<file path="config.mk">
export PLATFORM = sky130hd
export DESIGN_NAME = exc_sequencer_flat
export DESIGN_NICKNAME = d
export VERILOG_FILES = /design/src/rtl/exc_sequencer_pkg.sv /design/src/rtl/exc_sequencer_if.sv /design/src/rtl/exc_prio_sel.sv /design/src/rtl/exc_sequencer.sv /design/src/flat_wrapper.sv
export SDC_FILE = /design/constraint.sdc
export NUM_CORES = 1
export LEC_CHECK = 0
export BUFFER_PORTS_ARGS = -buffer_cell sky130_fd_sc_hd__buf_2
export CELL_PAD_IN_SITES_DETAIL_PLACEMENT = 0
export CELL_PAD_IN_SITES_GLOBAL_PLACEMENT = 1
export CORE_ASPECT_RATIO = 1.5
export CORE_MARGIN = 2
export CORE_UTILIZATION = 37
export CTS_CLUSTER_DIAMETER = 100
export DETAILED_ROUTE_END_ITERATION = 10
export GPL_TIMING_DRIVEN = 0
export PLACE_DENSITY = 0.95
export SYNTH_ARGS = -nofsm -noshare
export SYNTH_HDL_FRONTEND = slang
export SYNTH_SLANG_ARGS = --single-unit
</file>
<file path="constraint.sdc">
create_clock -name CLK -period 6.37 [get_ports CLK]
set_input_delay 0.637 -clock CLK [delete_from_list [all_inputs] [get_ports CLK]]
set_output_delay 0.637 -clock CLK [all_outputs]
set_load 0.05 [all_outputs]
</file>
<file path="src/rtl/exc_sequencer_pkg.sv">
// exc_pkg: state encoding, default vectors and gate geometry for exc_sequencer.
// Shared by exc_prio_sel and exc_sequencer (optional error-code beat: EXC_ERRCODE_EN).
package exc_pkg;

  typedef enum logic [2:0] {
    ST_IDLE     = 3'd0,
    ST_DRAIN    = 3'd1,
    ST_PUSH     = 3'd2,
    ST_FETCH    = 3'd3,
    ST_LOAD     = 3'd4,
    ST_HALT     = 3'd5,
    ST_PUSH_ERR = 3'd6
  } exc_state_e;

  localparam logic [7:0] VEC_GP = 8'h0D;
  localparam logic [7:0] VEC_PF = 8'h0E;
  localparam logic [7:0] VEC_DF = 8'h08;

  localparam int GATE_SHIFT = 3;

  function automatic logic [31:0] gate_addr(
    input logic [31:0] base,
    input logic [7:0]  vec
  );
    return base + ({24'd0, vec} << GATE_SHIFT);
  endfunction

endpackage

</file>
<file path="src/rtl/exc_sequencer_if.sv">
// exc_sequencer_if: MEM-stage events, push/IDT handshakes and redirect outputs.
// master = sequencer side, slave = pipeline/memory side.
interface exc_sequencer_if;
  logic        V_MEM;
  logic        EXC_GP;
  logic        EXC_PF;
  logic        INT_REQ;
  logic [7:0]  INT_VEC;
  logic [31:0] EIP_MEM;
  logic [31:0] EIP_NEXT;
  logic        WB_EMPTY;
  logic        PUSH_ACK;
  logic        PUSH_FAULT;
  logic        IDT_VALID;
  logic [31:0] IDT_DATA;
  logic        FLUSH;
  logic        STALL_FE;
  logic        PUSH_REQ;
  logic [31:0] PUSH_DATA;
  logic        IDT_RD;
  logic [31:0] IDT_ADDR;
  logic        EIP_LOAD;
  logic [31:0] EIP_NEW;
  logic        INT_ACK;
  logic [7:0]  VECTOR;
  logic        SHUTDOWN;

  modport master (
    input  V_MEM, EXC_GP, EXC_PF, INT_REQ, INT_VEC,
    input  EIP_MEM, EIP_NEXT, WB_EMPTY,
    input  PUSH_ACK, PUSH_FAULT, IDT_VALID, IDT_DATA,
    output FLUSH, STALL_FE, PUSH_REQ, PUSH_DATA,
    output IDT_RD, IDT_ADDR, EIP_LOAD, EIP_NEW,
    output INT_ACK, VECTOR, SHUTDOWN
  );

  modport slave (
    output V_MEM, EXC_GP, EXC_PF, INT_REQ, INT_VEC,
    output EIP_MEM, EIP_NEXT, WB_EMPTY,
    output PUSH_ACK, PUSH_FAULT, IDT_VALID, IDT_DATA,
    input  FLUSH, STALL_FE, PUSH_REQ, PUSH_DATA,
    input  IDT_RD, IDT_ADDR, EIP_LOAD, EIP_NEW,
    input  INT_ACK, VECTOR, SHUTDOWN
  );
endinterface

</file>
<file path="src/rtl/exc_prio_sel.sv">
// exc_prio_sel: picks GP > PF > INT among MEM-stage events.
// Out: ev_valid, ev_vec, ev_is_int (1 = return to EIP_NEXT).
module exc_prio_sel
  import exc_pkg::*;
#(
  parameter logic [7:0] GP_VEC = VEC_GP,
  parameter logic [7:0] PF_VEC = VEC_PF
) (
  input  logic       v_mem,
  input  logic       exc_gp,
  input  logic       exc_pf,
  input  logic       int_req,
  input  logic [7:0] int_vec,
  output logic       ev_valid,
  output logic       ev_is_int,
  output logic [7:0] ev_vec
);

  logic gp_hit;
  logic pf_hit;
  logic int_hit;

  // One-hot by construction so the decoder stays unique.
  assign gp_hit  = v_mem & exc_gp;
  assign pf_hit  = v_mem & exc_pf & ~exc_gp;
  assign int_hit = v_mem & int_req & ~exc_gp & ~exc_pf;

  always_comb begin
    ev_valid  = 1'b0;
    ev_is_int = 1'b0;
    ev_vec    = 8'd0;
    unique case (1'b1)
      gp_hit: begin
        ev_valid = 1'b1;
        ev_vec   = GP_VEC;
      end
      pf_hit: begin
        ev_valid = 1'b1;
        ev_vec   = PF_VEC;
      end
      int_hit: begin
        ev_valid  = 1'b1;
        ev_is_int = 1'b1;
        ev_vec    = int_vec;
      end
      default: ;
    endcase
  end

endmodule

</file>
<file path="src/rtl/exc_sequencer.sv">
// exc_sequencer: flush, drain, push return EIP, read IDT gate, redirect fetch.
// Ports: CLK, RST (async high), bus (exc_sequencer_if.master); EXC_ERRCODE_EN adds an error-code beat.
module exc_sequencer
  import exc_pkg::*;
#(
  parameter logic [31:0] IDT_BASE = 32'h0000_0000,
  parameter logic [7:0]  GP_VEC   = VEC_GP,
  parameter logic [7:0]  PF_VEC   = VEC_PF,
  parameter logic [7:0]  DF_VEC   = VEC_DF
) (
  input  logic             CLK,
  input  logic             RST,
  exc_sequencer_if.master  bus
);

  exc_state_e  state_q, state_d;
  logic [31:0] eip_q, eip_d;
  logic [7:0]  vec_q, vec_d;
  logic [31:0] off_q, off_d;
  logic        flush_q, flush_d;
  logic        ack_q, ack_d;
`ifdef EXC_ERRCODE_EN
  logic        is_int_q, is_int_d;
`endif

  logic        ev_valid;
  logic        ev_is_int;
  logic [7:0]  ev_vec;

  exc_prio_sel #(
    .GP_VEC (GP_VEC),
    .PF_VEC (PF_VEC)
  ) u_prio (
    .v_mem     (bus.V_MEM),
    .exc_gp    (bus.EXC_GP),
    .exc_pf    (bus.EXC_PF),
    .int_req   (bus.INT_REQ),
    .int_vec   (bus.INT_VEC),
    .ev_valid  (ev_valid),
    .ev_is_int (ev_is_int),
    .ev_vec    (ev_vec)
  );

  always_comb begin
    state_d = state_q;
    eip_d   = eip_q;
    vec_d   = vec_q;
    off_d   = off_q;
    flush_d = 1'b0;
    ack_d   = 1'b0;
`ifdef EXC_ERRCODE_EN
    is_int_d = is_int_q;
`endif
    unique case (state_q)
      ST_IDLE: begin
        if (ev_valid) begin
          eip_d   = ev_is_int ? bus.EIP_NEXT
                              : bus.EIP_MEM;
          vec_d   = ev_vec;
          flush_d = 1'b1;
          ack_d   = ev_is_int;
`ifdef EXC_ERRCODE_EN
          is_int_d = ev_is_int;
`endif
          state_d = ST_DRAIN;
        end
      end
      ST_DRAIN: begin
        // The flush cycle itself never counts as drained.
        if (!flush_q && bus.WB_EMPTY)
          state_d = ST_PUSH;
      end
      ST_PUSH: begin
        if (bus.PUSH_ACK) begin
          if (bus.PUSH_FAULT) begin
            if (vec_q == DF_VEC) begin
              state_d = ST_HALT;
            end else begin
              vec_d = DF_VEC;
`ifdef EXC_ERRCODE_EN
              is_int_d = 1'b0;
`endif
            end
          end else begin
`ifdef EXC_ERRCODE_EN
            state_d = is_int_q ? ST_FETCH
                               : ST_PUSH_ERR;
`else
            state_d = ST_FETCH;
`endif
          end
        end
      end
`ifdef EXC_ERRCODE_EN
      ST_PUSH_ERR: begin
        if (bus.PUSH_ACK) begin
          if (bus.PUSH_FAULT) begin
            // Restart the frame at the EIP beat.
            if (vec_q == DF_VEC) begin
              state_d = ST_HALT;
            end else begin
              vec_d   = DF_VEC;
              state_d = ST_PUSH;
            end
          end else begin
            state_d = ST_FETCH;
          end
        end
      end
`endif
      ST_FETCH: begin
        if (bus.IDT_VALID) begin
          off_d   = bus.IDT_DATA;
          state_d = ST_LOAD;
        end
      end
      ST_LOAD: state_d = ST_IDLE;
      ST_HALT: state_d = ST_HALT;
      default: state_d = ST_IDLE;
    endcase
  end

  always_ff @(posedge CLK or posedge RST) begin
    if (RST) begin
      state_q <= ST_IDLE;
      eip_q   <= '0;
      vec_q   <= '0;
      off_q   <= '0;
      flush_q <= 1'b0;
      ack_q   <= 1'b0;
`ifdef EXC_ERRCODE_EN
      is_int_q <= 1'b0;
`endif
    end else begin
      state_q <= state_d;
      eip_q   <= eip_d;
      vec_q   <= vec_d;
      off_q   <= off_d;
      flush_q <= flush_d;
      ack_q   <= ack_d;
`ifdef EXC_ERRCODE_EN
      is_int_q <= is_int_d;
`endif
    end
  end

  always_comb begin
    bus.FLUSH     = flush_q;
    bus.INT_ACK   = ack_q;
    bus.VECTOR    = vec_q;
    bus.STALL_FE  = (state_q != ST_IDLE);
    bus.PUSH_REQ  = 1'b0;
    bus.PUSH_DATA = 32'd0;
    bus.IDT_RD    = 1'b0;
    bus.IDT_ADDR  = 32'd0;
    bus.EIP_LOAD  = 1'b0;
    bus.EIP_NEW   = 32'd0;
    bus.SHUTDOWN  = 1'b0;
    unique case (state_q)
      ST_PUSH: begin
        bus.PUSH_REQ  = 1'b1;
        bus.PUSH_DATA = eip_q;
      end
      ST_PUSH_ERR: bus.PUSH_REQ = 1'b1;
      ST_FETCH: begin
        bus.IDT_RD   = 1'b1;
        bus.IDT_ADDR = gate_addr(IDT_BASE, vec_q);
      end
      ST_LOAD: begin
        bus.EIP_LOAD = 1'b1;
        bus.EIP_NEW  = off_q;
      end
      ST_HALT: bus.SHUTDOWN = 1'b1;
      default: ;
    endcase
  end

endmodule

</file>
<file path="src/flat_wrapper.sv">
// flat-port wrapper written by rule: the top's interface ports become plain ports
module exc_sequencer_flat import exc_pkg::*;
#(
  parameter logic [31:0] IDT_BASE = 32'h0000_0000,
  parameter logic [7:0]  GP_VEC   = VEC_GP,
  parameter logic [7:0]  PF_VEC   = VEC_PF,
  parameter logic [7:0]  DF_VEC   = VEC_DF
)
  (CLK, RST, bus_V_MEM, bus_EXC_GP, bus_EXC_PF, bus_INT_REQ, bus_INT_VEC, bus_EIP_MEM, bus_EIP_NEXT, bus_WB_EMPTY, bus_PUSH_ACK, bus_PUSH_FAULT, bus_IDT_VALID, bus_IDT_DATA, bus_FLUSH, bus_STALL_FE, bus_PUSH_REQ, bus_PUSH_DATA, bus_IDT_RD, bus_IDT_ADDR, bus_EIP_LOAD, bus_EIP_NEW, bus_INT_ACK, bus_VECTOR, bus_SHUTDOWN);
  exc_sequencer_if bus_i ();
  input  logic CLK;
  input  logic RST;
  input wire logic [$bits(bus_i.V_MEM)-1:0] bus_V_MEM;
  input wire logic [$bits(bus_i.EXC_GP)-1:0] bus_EXC_GP;
  input wire logic [$bits(bus_i.EXC_PF)-1:0] bus_EXC_PF;
  input wire logic [$bits(bus_i.INT_REQ)-1:0] bus_INT_REQ;
  input wire logic [$bits(bus_i.INT_VEC)-1:0] bus_INT_VEC;
  input wire logic [$bits(bus_i.EIP_MEM)-1:0] bus_EIP_MEM;
  input wire logic [$bits(bus_i.EIP_NEXT)-1:0] bus_EIP_NEXT;
  input wire logic [$bits(bus_i.WB_EMPTY)-1:0] bus_WB_EMPTY;
  input wire logic [$bits(bus_i.PUSH_ACK)-1:0] bus_PUSH_ACK;
  input wire logic [$bits(bus_i.PUSH_FAULT)-1:0] bus_PUSH_FAULT;
  input wire logic [$bits(bus_i.IDT_VALID)-1:0] bus_IDT_VALID;
  input wire logic [$bits(bus_i.IDT_DATA)-1:0] bus_IDT_DATA;
  output wire logic [$bits(bus_i.FLUSH)-1:0] bus_FLUSH;
  output wire logic [$bits(bus_i.STALL_FE)-1:0] bus_STALL_FE;
  output wire logic [$bits(bus_i.PUSH_REQ)-1:0] bus_PUSH_REQ;
  output wire logic [$bits(bus_i.PUSH_DATA)-1:0] bus_PUSH_DATA;
  output wire logic [$bits(bus_i.IDT_RD)-1:0] bus_IDT_RD;
  output wire logic [$bits(bus_i.IDT_ADDR)-1:0] bus_IDT_ADDR;
  output wire logic [$bits(bus_i.EIP_LOAD)-1:0] bus_EIP_LOAD;
  output wire logic [$bits(bus_i.EIP_NEW)-1:0] bus_EIP_NEW;
  output wire logic [$bits(bus_i.INT_ACK)-1:0] bus_INT_ACK;
  output wire logic [$bits(bus_i.VECTOR)-1:0] bus_VECTOR;
  output wire logic [$bits(bus_i.SHUTDOWN)-1:0] bus_SHUTDOWN;
  assign bus_i.V_MEM = bus_V_MEM;
  assign bus_i.EXC_GP = bus_EXC_GP;
  assign bus_i.EXC_PF = bus_EXC_PF;
  assign bus_i.INT_REQ = bus_INT_REQ;
  assign bus_i.INT_VEC = bus_INT_VEC;
  assign bus_i.EIP_MEM = bus_EIP_MEM;
  assign bus_i.EIP_NEXT = bus_EIP_NEXT;
  assign bus_i.WB_EMPTY = bus_WB_EMPTY;
  assign bus_i.PUSH_ACK = bus_PUSH_ACK;
  assign bus_i.PUSH_FAULT = bus_PUSH_FAULT;
  assign bus_i.IDT_VALID = bus_IDT_VALID;
  assign bus_i.IDT_DATA = bus_IDT_DATA;
  assign bus_FLUSH = bus_i.FLUSH;
  assign bus_STALL_FE = bus_i.STALL_FE;
  assign bus_PUSH_REQ = bus_i.PUSH_REQ;
  assign bus_PUSH_DATA = bus_i.PUSH_DATA;
  assign bus_IDT_RD = bus_i.IDT_RD;
  assign bus_IDT_ADDR = bus_i.IDT_ADDR;
  assign bus_EIP_LOAD = bus_i.EIP_LOAD;
  assign bus_EIP_NEW = bus_i.EIP_NEW;
  assign bus_INT_ACK = bus_i.INT_ACK;
  assign bus_VECTOR = bus_i.VECTOR;
  assign bus_SHUTDOWN = bus_i.SHUTDOWN;
  exc_sequencer #(.IDT_BASE(IDT_BASE), .GP_VEC(GP_VEC), .PF_VEC(PF_VEC), .DF_VEC(DF_VEC)) u_core (.CLK(CLK), .RST(RST), .bus(bus_i));
endmodule
</file>
# Word level (Yosys, flattened, before mapping)
# Cells that the tools add are included.
[totals] register_bits=77 input_bits=114 out_inout_bits=111 elab_cells=66
[op_classes] n_eq_ne=14 n_mux=27 bitwise=8 reduce_logical=11
[op_table] cell="32-bit 2-to-1 mux" count=3
[op_table] cell="8-bit 2-to-1 mux" count=4
[op_table] cell="8-bit one-hot mux with 3 select lines" count=1
[op_table] cell="3-bit 2-to-1 mux" count=6
[op_table] cell="8-bit one-hot mux with 2 select lines" count=1
[op_table] cell="3-bit one-hot mux with 5 select lines" count=1
[op_table] cell="11-bit 2-to-1 mux" count=1
[op_table] cell="1-bit 2-to-1 mux" count=10
[op_table] cell="5-bit AND reduction" count=2
[op_table] cell="3-bit == test (second input constant)" count=3
[op_table] cell="8-bit by 4-bit == test with 1-bit output (second input constant)" count=1
[op_table] cell="2-bit != test (second input constant)" count=4
[op_table] cell="1-bit bitwise AND" count=6
[op_table] cell="3-bit by 2-bit == test with 1-bit output (second input constant)" count=2
[op_table] cell="2-bit by 1-bit != test with 1-bit output (second input constant)" count=2
[op_table] cell="2-bit AND reduction" count=2
[op_table] cell="3-bit by 1-bit == test with 1-bit output (second input constant)" count=1
[op_table] cell="3-bit zero test" count=1
[op_table] cell="3-bit by 2-bit != test with 1-bit output (second input constant)" count=1
[op_table] cell="3-bit nonzero test" count=1
[op_table] cell="3-bit OR reduction" count=1
[op_table] cell="1-bit NOT" count=2
[op_table] cell="2-bit nonzero test" count=1
[op_table] cell="2-bit OR reduction" count=1
[op_table] cell="other kinds (2)" count=2

# Logic depth before layout (Yosys ltp)
[logic_depth] depth_word=7 ltp_mapped=7 depth_no_buf=5

# Modules after synthesis
# A second synthesis with hierarchy kept.
[unflattened] hier_cells=384 area_unflattened_um2=4072.7
[by_module_without_submodules] module="exc_sequencer" instances=1 cells_each=368 area_each_um2=3967.6 seq_area_each_um2=1926.8
[by_module_without_submodules] module="exc_prio_sel" instances=1 cells_each=16 area_each_um2=105.1 seq_area_each_um2=0.0

# Least setup slack after synthesis
# OpenSTA, ideal clock, no wires.
[synth_path] kind="reg-to-output" from="register u_core.state_q[2]" to="output port bus_EIP_NEW[22]" t_arrival_ps=1654 required_time_ps=5733 path_slack_ps=4079 path_stages_with_launch=5 path_buffers=1 path_cell_list="dfrtp_1 -> nor2b_1 -> and2b_1 -> buf_2 -> and2_1"
[synth_between] elab_chain_len=2
[synth_lines] element="start: declaration" line="exc_sequencer.sv:16" rtl="exc_state_e state_q, state_d;"
[synth_lines] element="start signal: assignment" line="exc_sequencer.sv:135" rtl="state_q <= state_d;"
[synth_lines] element="3-bit == test" line="exc_sequencer.sv:159" rtl="unique case (state_q)"
[synth_lines] element="32-bit 2-to-1 mux" line="exc_sequencer.sv:159"
[synth_lines] element="end: declaration" line="flat_wrapper.sv:32" rtl="output wire logic [$bits(bus_i.EIP_NEW)-1:0] bus_EIP_NEW;"
# Every way passes these cells.

# Worst setup path after layout
[layout_path] from="register u_core.state_q[1]" to="output port bus_PUSH_DATA[10]"
[layout_between] elab_chain_len=2
[layout_lines] element="3-bit by 2-bit == test with 1-bit output" line="exc_sequencer.sv:159"
[layout_lines] element="32-bit 2-to-1 mux" line="exc_sequencer.sv:159"
[layout_lines] element="end: declaration" line="flat_wrapper.sv:28" rtl="output wire logic [$bits(bus_i.PUSH_DATA)-1:0] bus_PUSH_DATA;"
# Every way passes these cells.

==> reports/metrics.yaml <==
cells_and_area:
  growth_of_design_area_from_synthesis_to_finish_pct: 37.4
  most_common_library_cell_in_the_layout_ignoring_fill_and_taps: "sky130_fd_sc_hd__buf_2"
  layout.cells.non_filler: 765
  fillers: 1082
  nNetsFinal: 725
  layout.cells.most_common_list: "sky130_fd_sc_hd__buf_2, sky130_fd_sc_hd__dfrtp_1, sky130_fd_sc_hd__and2_1"
  postLayoutCoreUtil: 0.520
  post_route_cells_drive_above_1_share: 0.537
  antenna_cells: 0
logic_synthesis:
  yosysWarnings: 0
  yosys_register_bits: 77
  synthDistinctLibCells: 51
  synth_area_leader_cell: "sky130_fd_sc_hd__dfrtp_1"
  post_synth_inst_count: 378
  synth.cell_area_mm2: 0.00436
  synthDominantCellAreaShare: 0.442
  postSynth.topFlopCell: "sky130_fd_sc_hd__dfrtp_1"
  ys_top_cells_by_area: "sky130_fd_sc_hd__dfrtp_1, sky130_fd_sc_hd__mux2_4, sky130_fd_sc_hd__and2_1"
  synthSimpleGateAreaFrac: 0.180
  asyncSetResetFlopFracSynth: 1.00
  synth_xor_xnor_area_share: 0
  synthAdderAreaFrac: 0
  synthMuxAreaShare: 0.182
  yosysSeqAreaShare: 0.442
  synth_edf_count: 0
  syn_avg_cell_area_um2: 11.5
  largest_family_of_logic_cells_by_synthesized_area: "multiplexers"
  synth_area_in_compound_gates: 0.110
die:
  die-area_mm2: 0.0127
  die_h_um: 137
  rows: 48
  io_pins: 225
  fp.dieW_um: 92.7
  placeableCoreArea_mm2: 0.0115
  floorplan.initialDensity: 0.378
worst_setup_path:
  endpoint_kind: "output port"
  highest_net_fanout_along_the_worst_path: 10
  worstReg2RegEnd: "u_core.eip_q[12]"
  timing.reg2reg.worst_path_depth: 6
  r2r-start: "u_core.state_q[1]"
  worst-endpoint-arrival_ns: 2.17
  criticalPathCategory: "reg -> out"
  worstSetupStartpoint: "u_core.state_q[1]"
  cp.required_ns: 5.73
  setup.worst_path.start_class: "flop"
  r2r_slack_ns: 4.62
pwr:
  max-vdd-ir-drop_uv: 190
  power_density_mw_per_mm2: 475
  design_power_total_mw: 2.85
  leakage_nw: 3.18
clock_tree:
  worstSkewPairLatency_ns: 0.33
  tritoncts_clock_tree: "built"
  max-clock-path-buffers: 2
  postCtsSetupBuffers: 0
  post_cts_resize_count: 0
  cts.clk_slew.worst_paths_ns: 0.06
  cts.hold.buffers_added: 0
  clk_root_buf: "sky130_fd_sc_hd__clkbuf_16"
  cts.htree.levels: 3
  number_of_buffers_created_by_cts: 9
  clock_sink_count: 77
detailed_routing:
  vias: 3498
  drc_errors: 0
  detail_route.wirelength_um: 10800
  detail_route.first_pass.iterations: 4
  initialDrtViolationCount: 73
  vias_per_cell: 4.57
  detail-route-antenna-nets: 0
  drt-wirelength-per-cell_um: 14.1
timing:
  max_slew_vio_count: 0
  setup_viol_count_final: 0
  totalNegativeSetupSlack_ns: 0
  timing.final.crit_period_ns: 2.81
  report.final.hold_viol_count: 0
  timing.clock.skew_ns: 0.00448
  timing.fmax_ghz: 0.356
  final.period_utilization: 0.441
  rsz0062_at_grt: "false"
placement:
  portBuffers: 198
  cell_total_after_placement: 750
  gp_routability_congestion: 0.776
  dpl.hpwl_um: 8510
global_route:
  maximum_number_of_pins_on_one_net_before_global_route_repair: 48
  wire_length_of_the_first_global_routing_pass_um: 17200
  grt.overflow.total: 0
  number_of_global_route_vias_before_repair: 3540
  grt_antenna_before_repair: 0
  groute.usage.overall: 0.171
min_path:
  worstHoldPathType: "in -> async"
run:
  maxCapViolations: 0
status:
  outcome: "finished, final reports clean"
area by class of cell:
| type | count | area, µm² | share of cell area |
|---|---|---|---|
| plain buffers | 48 | 350 | 0.0584 |
| clock buffers | 9 | 225 | 0.0376 |
| clock inverters | 6 | 113 | 0.0188 |
| inverters | 6 | 25.0 | 0.00417 |
| multi-input cells | 270 | 2150 | 0.359 |
| flip-flops and latches | 77 | 1930 | 0.321 |
| well taps | 150 | 188 | 0.0313 |
| repair buffers | 199 | 1020 | 0.170 |
sequential cells by signal, indices dropped and copies added (netlist names):
signal and count:
u_core.eip_q 32, u_core.bus.FLUSH 1, u_core.off_q 32, u_core.state_q 3, u_core.bus.INT_ACK 1, u_core.bus.VECTOR 8
power breakdown:
part / internal, mW / switching (mW)
Clock: 0.381 / 0.199
Combinational: 0.510 / 0.905
Sequential: 0.721 / 0.131
worst max-delay path: stages, from the launching register on:
cell	delay (ns)
sky130_fd_sc_hd__dfrtp_1	0.49
sky130_fd_sc_hd__nor3b_4	0.49
sky130_fd_sc_hd__clkbuf_1	0.39
sky130_fd_sc_hd__and2_1	0.20
sky130_fd_sc_hd__buf_2	0.26
Yosys cell counts, types with 2 or more instances:
master                      number
sky130_fd_sc_hd__a21oi_1         3
sky130_fd_sc_hd__nor2_1         32
sky130_fd_sc_hd__dfrtp_1        77
sky130_fd_sc_hd__clkbuf_1        9
sky130_fd_sc_hd__nand2_1         2
sky130_fd_sc_hd__inv_1           5
sky130_fd_sc_hd__and3_1          8
sky130_fd_sc_hd__buf_6           3
sky130_fd_sc_hd__o2bb2ai_1       2
sky130_fd_sc_hd__mux2_2          2
sky130_fd_sc_hd__and2_1         65
sky130_fd_sc_hd__clkbuf_2        2
sky130_fd_sc_hd__a21oi_2        30
sky130_fd_sc_hd__mux2_4         30
sky130_fd_sc_hd__nor2b_1         3
sky130_fd_sc_hd__a32oi_1         2
sky130_fd_sc_hd__buf_8           3
sky130_fd_sc_hd__mux2i_1        32
sky130_fd_sc_hd__buf_4          29
sky130_fd_sc_hd__a22o_1          5
sky130_fd_sc_hd__buf_2           2
sky130_fd_sc_hd__nor3b_1         3
logic make-up after synthesis:
group,count (synthesis)
simple gates,128
mux,64
other cells,1
flops,77
compound gates,54
buf+inv,54
per-layer routing:
layer | wire length [µm] | vias to the layer above | track usage
met5 | 0 | - | 0
met4 | 196 | 0 | 0.0686
met3 | 713 | 14 | 0.0413
met2 | 5640 | 142 | 0.305
met1 | 4200 | 1631 | 0.195
li1 | - | 1711 | -
per-stage QoR:
stage | setup slack, ns | area [µm²] | hold WS [ns]
floorplan | 3.77 | 4450 | 0.470
global placement | 2.88 | 5630 | 0.480
detailed placement | 3.86 | 5660 | 0.485
CTS | 3.49 | 6000 | 0.314
global route | 3.38 | 6000 | 0.332
finish | 3.56 | 6000 | 0.305
how the worst max path moves through the flow:
stage / end / slack [ns] / cells past startpoint
final: bus_PUSH_DATA[10] / 3.56 / 4
after global routing: bus_PUSH_DATA[2] / 3.38 / 4
after CTS: bus_PUSH_DATA[10] / 3.49 / 4
after detailed placement: bus_PUSH_DATA[10] / 3.86 / 4
after global placement: u_core.eip_q[21] / 2.88 / 2
after floorplan: u_core.bus.FLUSH / 3.77 / 1
No activity file was read; power rests on OpenSTA's default activity.
